==> src/rtl/inference_sequencer.sv <==
// Runs one inference on an external regnet: buffers a host-loaded image, resets the
// network, streams the image in beats, then returns the label or a timeout flag.
module inference_sequencer #(
    parameter int INTEGER_WIDTH  = 16,
    parameter int FRACTION_WIDTH = 16,
    parameter int NUM_PIXELS     = 10,
    parameter int INPUT_SIZE     = 1,
    parameter int NUM_CLASSES    = 10,
    parameter int TIMEOUT_CYCLES = 1024,
    localparam int W = INTEGER_WIDTH + FRACTION_WIDTH,
    localparam int L = $clog2(NUM_CLASSES)
) (
    input  logic         clock,
    input  logic         reset_n,
    input  logic         load_valid,
    output logic         load_ready,
    input  logic [W-1:0] load_data,
    input  logic         start,
    output logic         busy,
    output logic         net_reset,
    output logic         net_image_ready,
    output logic [W-1:0] net_pixels [INPUT_SIZE],
    input  logic [L-1:0] net_label,
    input  logic         net_label_ready,
    output logic         result_valid,
    input  logic         result_ready,
    output logic [L-1:0] result_label,
    output logic         result_timeout
);

    localparam int NUM_BEATS = (NUM_PIXELS + INPUT_SIZE - 1) / INPUT_SIZE;
    localparam int IDXW      = (NUM_PIXELS > 1) ? $clog2(NUM_PIXELS) : 1;
    localparam int BEATW     = (NUM_BEATS > 1) ? $clog2(NUM_BEATS) : 1;
    localparam int WAITW     = (TIMEOUT_CYCLES > 1) ? $clog2(TIMEOUT_CYCLES) : 1;

    typedef enum logic [2:0] {
        IDLE,
        LOADED,
        CLEAR,
        STREAM,
        WAIT,
        RESULT
    } state_t;

    state_t          state_q;
    logic [IDXW-1:0] load_idx_q;
    logic [BEATW-1:0] beat_idx_q;
    logic [WAITW-1:0] wait_cnt_q;
    logic            net_reset_q;
    logic [L-1:0]    result_label_q;
    logic            result_timeout_q;
    logic [W-1:0]    buffer_q [NUM_PIXELS];

    // The frame buffer is deliberately left out of reset; it is fully rewritten before every run.
    always_ff @(posedge clock) begin
        if (reset_n && state_q == IDLE && load_valid) begin
            buffer_q[load_idx_q] <= load_data;
        end
    end

    always_ff @(posedge clock) begin
        if (!reset_n) begin
            state_q          <= IDLE;
            load_idx_q       <= '0;
            beat_idx_q       <= '0;
            wait_cnt_q       <= '0;
            net_reset_q      <= 1'b1;
            result_label_q   <= '0;
            result_timeout_q <= 1'b0;
        end else begin
            net_reset_q <= 1'b0;
            unique case (state_q)
                IDLE: begin
                    if (load_valid) begin
                        if (load_idx_q == IDXW'(NUM_PIXELS - 1)) begin
                            load_idx_q <= '0;
                            state_q    <= LOADED;
                        end else begin
                            load_idx_q <= load_idx_q + 1'b1;
                        end
                    end
                end
                LOADED: begin
                    if (start) begin
                        net_reset_q <= 1'b1;
                        state_q     <= CLEAR;
                    end
                end
                CLEAR: begin
                    beat_idx_q <= '0;
                    state_q    <= STREAM;
                end
                STREAM: begin
                    if (beat_idx_q == BEATW'(NUM_BEATS - 1)) begin
                        wait_cnt_q <= '0;
                        state_q    <= WAIT;
                    end else begin
                        beat_idx_q <= beat_idx_q + 1'b1;
                    end
                end
                WAIT: begin
                    // A label arriving on the expiry cycle still counts as a real result.
                    if (net_label_ready) begin
                        result_label_q   <= net_label;
                        result_timeout_q <= 1'b0;
                        state_q          <= RESULT;
                    end else if (wait_cnt_q == WAITW'(TIMEOUT_CYCLES - 1)) begin
                        result_label_q   <= '0;
                        result_timeout_q <= 1'b1;
                        net_reset_q      <= 1'b1;
                        state_q          <= RESULT;
                    end else begin
                        wait_cnt_q <= wait_cnt_q + 1'b1;
                    end
                end
                RESULT: begin
                    if (result_ready) begin
                        load_idx_q <= '0;
                        state_q    <= IDLE;
                    end
                end
                default: state_q <= IDLE;
            endcase
        end
    end

    // Beat lanes past the end of the image are padded with zero.
    always_comb begin
        for (int i = 0; i < INPUT_SIZE; i++) begin
            net_pixels[i] = '0;
            if (state_q == STREAM && (int'(beat_idx_q) * INPUT_SIZE + i) < NUM_PIXELS) begin
                net_pixels[i] = buffer_q[IDXW'(int'(beat_idx_q) * INPUT_SIZE + i)];
            end
        end
    end

    assign load_ready      = (state_q == IDLE);
    assign busy            = (state_q == CLEAR) || (state_q == STREAM) ||
                             (state_q == WAIT) || (state_q == RESULT);
    assign net_reset       = net_reset_q;
    assign net_image_ready = (state_q == STREAM);
    assign result_valid    = (state_q == RESULT);
    assign result_label    = result_label_q;
    assign result_timeout  = result_timeout_q;

endmodule

==> config.mk <==
export PLATFORM = sky130hd
export DESIGN_NAME = inference_sequencer
export DESIGN_NICKNAME = d
export VERILOG_FILES = /design/src/rtl/inference_sequencer.sv
export SDC_FILE = /design/constraint.sdc
export NUM_CORES = 1
export LEC_CHECK = 0
export ABC_AREA = 0
export CORE_MARGIN = 5
export CORE_UTILIZATION = 55
export DETAILED_ROUTE_END_ITERATION = 12
export PLACE_DENSITY = 0.75
export REMOVE_ABC_BUFFERS = 1
export SLEW_MARGIN = 30
export SYNTH_ARGS = -nofsm -noshare
export SYNTH_HDL_FRONTEND = slang
export SYNTH_SLANG_ARGS = --single-unit
==> constraint.sdc <==
create_clock -name clock -period 8.5 [get_ports clock]
set_clock_uncertainty 0.1 [all_clocks]
set_input_delay 1.7 -clock clock [delete_from_list [all_inputs] [get_ports clock]]
set_output_delay 1.7 -clock clock [all_outputs]
set_load 0.05 [all_outputs]
==> impl_metrics.ini <==
[status]
status = completed

[global_routing]
track_usage_pct = 19.2
grt_pass1_wl_um = 42800
antenna_found_initial = 1
overflow = 0
grt_pass1_vias = 7643
grt_max_degree = 65

[timing]
maxSlewViolCount = 0
tightest_slew_ns = 0.969
slew_headroom_pct = 35.4
fin_crit_sh_pct = 65.9
rsz0062_at_grt = false
whs_ns = 0.386
setup_viol = 0
fmax_mhz = 178
hold_viol = 0
fin_setup_tns_ns = 0
period_minus_slack_ns = 5.61

[floorplan]
die_x_um = 170
design.core.area_sq_mm = 0.0251
ios = 84
die_y_um = 170
rows = 58
die_area_sq_mm = 0.0288
initial_core_util_pct = 55.8

[place]
placed_cell_area_sq_mm = 0.0152
dp_hpwl_um = 14300
place.gp.congestion = 0.777
io_buffers = 83

[logic_synthesis]
netlist_area_sq_mm = 0.0140
ys_seq_area_share_pct = 73.0
syn_inst = 754
syn_area_per_cell_sq_um = 18.6
synth.distinct_cells = 53
ys_seq_elements = 351
ys_warn_count = 0

[power]
ir_drop_uv = 139
leakage_nw = 4.94
power_density_mw_per_mm2 = 210

[finish]
drive_gt1_share_pct = 18.0
design_area_sq_mm = 0.0163
area_growth_syn_to_layout_pct = 16.0
postLayoutCoreUtil_pct = 64.7
insertedDiodeCount = 0
nets = 886
final_common_cell = edfxtp_1
final_cell_mix = 320 x edfxtp_1, 83 x clkdlybuf4s50_1, 64 x mux4_2

[drt]
vias_per_cell = 6.08
ant_nets = 0
drt_iter0_markers = 747
drc = 0
wl_per_cell_um = 22.8
dr.pass1.iters = 4
wirelength_um = 27300
vias = 7285

[setup_path]
required_ns = 6.70
critPathCaptureType = primary output
path_cells = buf_4 > mux4_2 > nor2b_1 > a211oi_1 > a211oi_1 > clkdlybuf4s50_1
critPathMostFrequentCell = a211oi_1
slowest_delay_ns = 0.90
worstPathArrival_ns = 3.81
timing.rr.start = state_q[0]
startpoint_type = flop
slowest_stage = clkdlybuf4s50_1
critPathKind = flop to primary output
path_max_fanout = 34

[clock_network]
clock_sinks = 351
clk_pin_slew_ns = 0.06
htree_num_levels = 2
clk_latency_ns = 0.50
hold_buffers = 0
numCtsBuffers = 35
ctsResizeCount = 0
clk_path_buf_depth = 3
tritoncts = built
cts_setup_buffers = 0
root_buffer = clkbuf_16

[min_path]
hold_class = flop to flop
holdCritStartpoint = result_label[2]

[job]
max_cap_viol_count = 0
metal layers:
metal | vias to the layer above | global-route usage [%] | wire [um]
met3 | 44 | 3.40 | 1580
met2 | 225 | 32.8 | 13900
met1 | 3754 | 25.7 | 11300
met4 | 2 | 5.43 | 563
li1 | 3260 | - | -
met5 | - | 0 | 11
metrics by stage:
step                      power, mW  setup WS (ns)  cells
final                          3.41           2.89   1198
after global routing           3.53           2.63   1198
after CTS                      3.44           2.81   1198
after detailed placement       2.03           3.35   1134
after global placement         2.02           3.40   1134
after floorplan                1.97          0.887    704
critical path: cells and delay by family (launching register included):
family / cells / cell delay, ns
AOI/OAI and AO/OA: 2 / 0.55
DFF: 1 / 0.78
buffers and inverters: 2 / 1.51
and+or+nand+nor: 1 / 0.13
muxes: 1 / 0.33
where the power goes:
group	leakage, nW	switching, mW	internal, mW
Clock	0.522	0.612	0.813
Sequential	3.14	0.00541	1.90
Combinational	1.28	0.0473	0.0369
Total	4.94	0.665	2.75
Yosys cell counts (all sizes together):
| cell | number | area [sq um] |
|---|---|---|
| nor2 | 12 | 45.0 |
| inv | 5 | 18.8 |
| mux2i | 32 | 320 |
| clkbuf | 25 | 93.8 |
| a21boi | 10 | 75.1 |
| nand4 | 1 | 6.26 |
| a22oi | 1 | 12.5 |
| a21bo | 1 | 10.0 |
| nor3 | 6 | 30.0 |
| or4 | 1 | 7.51 |
| o211a | 1 | 10.0 |
| or3 | 4 | 25.0 |
| o21ai | 8 | 40.0 |
| o21a | 3 | 22.5 |
| o221ai | 1 | 8.76 |
| o31ai | 3 | 27.5 |
| and3 | 5 | 31.3 |
| nand2b | 6 | 37.5 |
| edfxtp | 320 | 9610 |
| mux4 | 64 | 1440 |
| nor3b | 2 | 15.0 |
| or2 | 1 | 6.26 |
| a21oi | 6 | 30.0 |
| and2 | 4 | 25.0 |
| mux2 | 1 | 11.3 |
| a21o | 1 | 7.51 |
| nand4b | 2 | 17.5 |
| o22ai | 4 | 25.0 |
| o2111ai | 7 | 61.3 |
| nand2 | 33 | 131 |
| and3b | 3 | 26.3 |
| nand3b | 1 | 7.51 |
| a2111o | 7 | 78.8 |
| nor2b | 35 | 219 |
| ha | 3 | 37.5 |
| nor4 | 1 | 6.26 |
| a211oi | 64 | 500 |
| buf | 25 | 190 |
| nand3 | 9 | 50.1 |
| a31oi | 1 | 6.26 |
| dfxtp | 31 | 621 |
| nor4b | 3 | 56.3 |
| o311ai | 1 | 8.76 |
cells by family after synthesis:
kind of cell	count (synthesis)	synth area share [%]
multiplexers	97	12.7
buffers and inverters	55	2.16
adder cells (fa/ha/maj)	3	0.268
AND/OR/NAND/NOR	129	5.30
AO/OA/AOI/OAI	119	6.60
flip-flops	351	73.0
state kept, by name (all words and copies together) (netlist names), named ones only:
name	count
load_idx_q	4
state_q	3
beat_idx_q	4
buffer_q	320
result_label	4
result_timeout	1
wait_cnt_q	10
net_reset	1
path summary, 6_finish.rpt:
kind	end	slack, ns	depth (start not counted)
worst max-delay path	net_pixels[21]	2.89	6
worst min-delay path	result_label[2]	0.39	2
worst max register to register	buffer_q[6][1]	5.61	4
worst min register to register	result_label[2]	0.39	2
layout make-up:
cell class / instances / area [sq um]
Clock buffer: 43 / 927
Clock inverter: 21 / 148
Fill cell: 1713 / 8850
Inverter: 5 / 18.8
Multi-Input combinational cell: 348 / 3550
Sequential cell: 351 / 10200
Tap cell: 330 / 413
Timing Repair Buffer: 100 / 958
No activity file was read; power rests on OpenSTA's default activity.
